`src/rtl/bit_stream_feeder.sv`:
```
// bit_stream_feeder: debounces load/step buttons and serialises a captured pattern MSB first on w, strobed by adv.
module bsf_button #(
  parameter int DEBOUNCE_CYCLES = 4
) (
  input  logic clk,
  input  logic reset,
  input  logic raw,
  output logic pulse
);
  localparam int CW = $clog2(DEBOUNCE_CYCLES + 1);
  logic s1, s2, lvl, lvl_q;
  logic [CW-1:0] cnt;
  always_ff @(posedge clk) begin
    if (reset) begin
      s1 <= 1'b0;
      s2 <= 1'b0;
      lvl <= 1'b0;
      lvl_q <= 1'b0;
      pulse <= 1'b0;
      cnt <= '0;
    end else begin
      s1 <= raw;
      s2 <= s1;
      lvl_q <= lvl;
      pulse <= lvl & ~lvl_q;
      if (s2 == lvl) cnt <= '0;
      else if (cnt == CW'(DEBOUNCE_CYCLES - 1)) begin
        lvl <= s2;
        cnt <= '0;
      end else cnt <= cnt + 1'b1;
    end
  end
endmodule

module bit_stream_feeder #(
  parameter int WIDTH = 8,
  parameter int DEBOUNCE_CYCLES = 4
) (
  input  logic                       clk,
  input  logic                       reset,
  input  logic                       load_btn,
  input  logic                       step_btn,
  input  logic [WIDTH-1:0]           pattern,
  output logic                       w,
  output logic                       w_valid,
  output logic                       adv,
  output logic [$clog2(WIDTH+1)-1:0] remaining,
  output logic                       done
);
  localparam int RW = $clog2(WIDTH + 1);
  typedef enum logic [1:0] {IDLE, SHIFT, DONE} state_t;
  state_t state;
  logic [WIDTH-1:0] shreg;
  logic load_pulse, step_pulse;
  bsf_button #(.DEBOUNCE_CYCLES(DEBOUNCE_CYCLES)) u_load (.clk(clk), .reset(reset), .raw(load_btn), .pulse(load_pulse));
  bsf_button #(.DEBOUNCE_CYCLES(DEBOUNCE_CYCLES)) u_step (.clk(clk), .reset(reset), .raw(step_btn), .pulse(step_pulse));
  assign w = (state == SHIFT) & shreg[WIDTH-1];
  assign w_valid = state == SHIFT;
  assign done = state == DONE;
  always_ff @(posedge clk) begin
    if (reset) begin
      state <= IDLE;
      shreg <= '0;
      remaining <= '0;
      adv <= 1'b0;
    end else if (load_pulse) begin
      state <= SHIFT;
      shreg <= pattern;
      remaining <= RW'(WIDTH);
      adv <= 1'b0;
    end else if (state == SHIFT) begin
      // w stays put through the adv cycle; the shift lands at its end
      if (adv) begin
        adv <= 1'b0;
        shreg <= shreg << 1;
        remaining <= remaining - 1'b1;
        if (remaining == RW'(1)) state <= DONE;
      end else adv <= step_pulse;
    end
  end
endmodule

```
`config.mk`:
```
export PLATFORM = sky130hd
export DESIGN_NAME = bit_stream_feeder
export DESIGN_NICKNAME = d
export VERILOG_FILES = /design/src/rtl/bit_stream_feeder.sv
export SDC_FILE = /design/constraint.sdc
export NUM_CORES = 1
export LEC_CHECK = 0
export CORE_UTILIZATION = 33
export DETAILED_ROUTE_END_ITERATION = 7
export GPL_TIMING_DRIVEN = 0
export MAX_ROUTING_LAYER = met4
export SLEW_MARGIN = 20
export SYNTH_ARGS = -nofsm -noshare
export SYNTH_HDL_FRONTEND = slang
export SYNTH_HIERARCHICAL = 1
export SYNTH_SLANG_ARGS = --single-unit
export TNS_END_PERCENT = 5
```
`constraint.sdc`:
```
create_clock -name clk -period 1.25 [get_ports clk]
set_input_delay 0.375 -clock clk [delete_from_list [all_inputs] [get_ports clk]]
set_output_delay 0.375 -clock clk [all_outputs]
set_load 0.01 [all_outputs]
```
### Word-level counts from Yosys, hierarchy flattened

Cells that the tools add are included.

| cells by class | value |
|---|---|
| add/subtract/negate cells | 3 |
| equal/unequal tests | 7 |
| muxes and demuxes | 11 |
| bitwise logic cells | 7 |
| reduce and logical (&&, ||, !) cells | 12 |

Operators by type and width:

| cell | number |
|---|---|
| 8-bit 2-to-1 mux | 3 |
| 4-bit 2-to-1 mux | 3 |
| 2-bit AND reduction | 4 |
| 3-bit by 1-bit adder with 3-bit output, second input constant | 2 |
| 3-bit by 2-bit == test with 1-bit output, second input constant | 2 |
| 3-bit AND reduction | 2 |
| 2-bit nonzero test | 3 |
| 3-bit OR reduction | 2 |
| 1-bit 2-to-1 mux | 5 |
| 4-bit by 1-bit == test with 1-bit output, second input constant | 1 |
| 1-bit NOT | 4 |
| 4-bit by 1-bit subtractor with 4-bit output, second input constant | 1 |
| 1-bit bitwise AND | 3 |
| 1-bit == test | 2 |
| 2-bit by 1-bit == test with 1-bit output, second input constant | 1 |
| 2-bit == test, second input constant | 1 |
| 2-bit OR reduction | 1 |

| word-level totals | value |
|---|---|
| bits in registers | 31 |
| input bits | 12 |
| output and inout bits | 8 |
| word-level logic and storage cells | 58 |

### Longest topological paths before layout

| depth | value |
|---|---|
| word-level depth | 5 |
| gate-level depth with buffers | 5 |
| depth with buffers taken out | 5 |

### Hierarchy

The synthesis kept the hierarchy.

Modules (own cells, without submodules):

| module | instances | cells an instance | area each (µm²) | seq. area each (µm²) |
|---|---|---|---|---|
| bit_stream_feeder | 1 | 74 | 720.7 | 300.3 |
| bsf_button | 2 | 21 | 266.5 | 160.2 |

### Least setup slack after synthesis

OpenSTA, ideal clock, no wires.

| timing path | value |
|---|---|
| path type | reg-to-output |
| start | register state[0] |
| end | output w |
| data arrival time | 0.926 ns |
| data required time | 0.875 ns |
| path slack | -0.051 ns |
| stages on the path, launching flop included | 3 |
| buffers on the path | 0 |
| path through | dfxtp_1 > nor2b_1 > and2_1 |

| between the ends | value |
|---|---|
| word-level cells in the longest chain between the ends | 2 |

Ends and longest elaborated chain:

| item | line | RTL |
|---|---|---|
| start: declaration | 52 | `state_t state;` |
| start signal: assignment | 62 | `state <= IDLE;` |
| start signal: assignment | 67 | `state <= SHIFT;` |
| start signal: assignment | 77 | `if (remaining == RW'(1)) state <= DONE;` |
| 2-bit by 1-bit == test with 1-bit output | -- |  |
| named net w_valid | 45 | `output logic w_valid,` |
| 1-bit bitwise AND | 57 | `assign w = (state == SHIFT) & shreg[WIDTH-1];` |
| end: declaration | 44 | `output logic w,` |

The timed path passes the listed nets, and every way through them passes these cells.

### Worst setup path after layout

| timing path | value |
|---|---|
| start | register state[0] |
| end | output w |

| between the ends | value |
|---|---|
| word-level cells in the longest chain between the ends | 2 |

Ends and longest elaborated chain:

| item | line |
|---|---|
| 2-bit by 1-bit == test with 1-bit output | 57 |
| 1-bit bitwise AND | 57 |

No other way between the ends.

==> results.cfg <==
[clock_tree]
insertion_delay_ps = 280
cts_buffers = 5
tritoncts = built
ctsHoldBuffers = 0
clk_pin_slew_worst_paths_ps = 60
cts-root-buf = clkbuf_8
clockBufferDepth = 2
numClockSinks = 31
htreeDepth = 2

[critical_path]
worstSetupPathType = reg2out
critical_path_required_ps = 880
max_stage_delay_ps = 360
crit_path_top_delay_cell = dfxtp_4
cp_cell_sequence = nor2b_4 > and2_4 > buf_6
crit_fanout = 4
worstPathArrival_ps = 1040
r2r_cells = 3
crit_path_start_kind = register
crit_path_end_kind = output pin

[global_route]
grt_busiest_layer = met2
grtUsageMet3_pct = 5.98
groute.usage.overall_pct = 13.1
overflow = 0
use_met1_pct = 13.2
grt_util_met2_pct = 20.7
grt_max_degree = 16
grt_pass1_wl_microns = 3780
antenna_found_initial = 0
grt_pass1_vias = 863

[timing]
fmax_mhz = 708
rsz0062_at_grt = true
slew_violations = 0
tightest_slew_ps = 301
slew_headroom_pct = 79.8
tns_ps = -449
setup_viol = 5
fin_crit_sh_pct = 113
hold_viol = 0
timing.final.ws_setup_ps = -163
clock_skew_ps = 5.31
post-route-min-period_ps = 1410
hold_ws_ps = 380

[placed_design]
port_buffers = 19
gp_congestion = 0.736
dp.final_hpwl_microns = 1500
dp_cells = 183
place_area_sq_um = 1510

[logic_synthesis]
syn_inst = 116
avgSynthCellArea_sq_um = 10.8
synth-edff-count = 0
ys.flop_type = dfxtp_1
synth.distinct_cells = 30
yosysWarnings = 6
synthesis.area_sq_um = 1250
synth-seq-cells = 31
yosysSeqAreaShare_pct = 49.5
synth_nets = 134
synthArstFlopShare_pct = 0

[die]
rows = 22
boundaryPins = 20
die-area_sq_um = 4050
core-area_sq_um = 3660
dieHeight_microns = 63.6
start_util_pct = 34.2
die_x_microns = 63.6

[final_layout]
nNetsFinal = 163
syn_to_final_growth_pct = 30.8
drive_gt1_share_pct = 28.1
fin_cells = 194
antennaDiodeCount = 0
design_area_sq_um = 1640

[detailed_routing]
routed_wl_microns = 2230
via_per_inst = 4.59
via_count = 890
firstDrtPassIters = 2
drt_iter0_drc = 23
drc_errors = 0
avgRoutedWirePerCell_microns = 11.5
ant_nets = 0

[power]
clkPwrFrac_pct = 44.6
pwr-share-comb_pct = 3.3
swShare_pct = 19.8
p_total_mw = 1.90
p_seq_share_pct = 52.1
leakagePower_nw = 0.669
powerDensity_nw_per_um2 = 1160
ir_drop_v = 0.000543
p_int_mw = 1.53
switchingPower_mw = 0.376

[status]
violations = negative setup slack
status = complete, but fails checks

[worst_hold_path]
hp-class = reg2reg
min_path_cells = 1

[run]
max-cap-violations = 0
==> layer usage <==
| metal | vias to the layer above | part of all wire (%) |
|---|---|---|
| met3 | 4 | 5.6 |
| met1 | 393 | 46 |
| met2 | 24 | 46 |
| met5 | - | 0 |
| met4 | 0 | 1.5 |
| li1 | 469 | - |
==> power groups by stage <==
| stage | logic (mW) | clock network [mW] | registers [mW] |
|---|---|---|---|
| 6_report | 0.0632 | 0.849 | 0.991 |
| 5_1_grt | 0.0697 | 0.927 | 0.991 |
| 4_1_cts | 0.0657 | 0.879 | 0.990 |
| 3_5_place_dp | 0.0647 | 0 | 1.02 |
| 3_3_place_gp | 0.0628 | 0 | 1.02 |
| 2_1_floorplan | 0.0172 | 0 | 1.02 |
==> Yosys cell counts (2+ instances only) <==
library cell	number	area share [%]
or3_1	2	1.0
nand2_1	2	0.60
xnor2_1	3	2.1
nor2b_2	2	1.4
nor2_1	11	3.3
nor4b_2	2	2.4
dfxtp_1	31	50
inv_1	6	1.8
nor3_1	5	2.0
nor2b_1	9	4.5
nor4_1	4	2.0
mux2i_1	8	6.4
a2111oi_2	2	2.4
buf_2	2	0.80
and3b_1	2	1.4
ha_1	6	6.0
o211a_1	6	4.8
==> worst max-delay path: cells and delay by family, from the launching register on <==
kind	cells	cell delay, ps
buffers and inverters	1	90
AND/OR/NAND/NOR	2	310
flip-flops	1	360
==> through the flow <==
step           util [%]  setup slack, ps
2_1_floorplan         -             21.1
3_3_place_gp       41.1             -990
3_5_place_dp       41.1            -1040
4_1_cts            44.6             -183
5_1_grt            44.8             -207
6_report           44.8             -163
==> logic make-up (layout without fill, tap and decap cells) <==
group / after synthesis / after routing / synth area share (%)
DFF: 31 / 31 / 49.5
AOI/OAI and AO/OA: 13 / 13 / 9.68
xor gates and xnor gates: 4 / 4 / 2.79
adders and majority gates: 6 / 6 / 5.99
buffers and inverters: 10 / 40 / 3.79
and+or+nand+nor: 44 / 44 / 21.9
muxes: 8 / 8 / 6.39
==> final cells by class <==
type,instances,area [sq um]
fillers,370,2020
flip-flops and latches,31,639
multi-input cells,75,604
repair buffers,22,183
clock buffers,8,100
well taps,48,60.1
plain buffers,4,31.3
inverters,6,22.5
==> final timing paths <==
path	from	endpoint	slack, ps
max	state[0]	w	-160
min reg2reg	u_load/lvl_q	u_load/pulse	380
max reg2reg	remaining[0]	remaining[3]	-60
min	u_load/lvl_q	u_load/pulse	380
==> cell usage in the layout, fill, tap and decap left out, drive strengths merged, types with 2 or more instances in the layout <==
| cell type | count |
|---|---|
| clkbuf | 10 |
| ha | 6 |
| a2111oi | 3 |
| nor2b | 11 |
| clkdlybuf4s50 | 10 |
| nor4b | 2 |
| and3b | 2 |
| mux2i | 8 |
| buf | 13 |
| nand2 | 2 |
| nor2 | 11 |
| nor4 | 4 |
| xnor2 | 3 |
| nor3 | 5 |
| inv | 6 |
| or3 | 2 |
| o211a | 6 |
| dfxtp | 31 |
==> sequential cells by signal, summed over array words and instances (netlist names), 2 cells and up <==
register    flops
remaining       4
state           2
shreg           8
u_load/cnt      3
u_step/cnt      3
==> what timing repair did <==
item                                    CTS  global route
pin swaps                                 1             1
endpoints found under the setup margin   28            15
gates cloned                              0             0
gates resized for setup                  47            10
setup buffers                             2             1
Power figures use the tool's default switching activity.
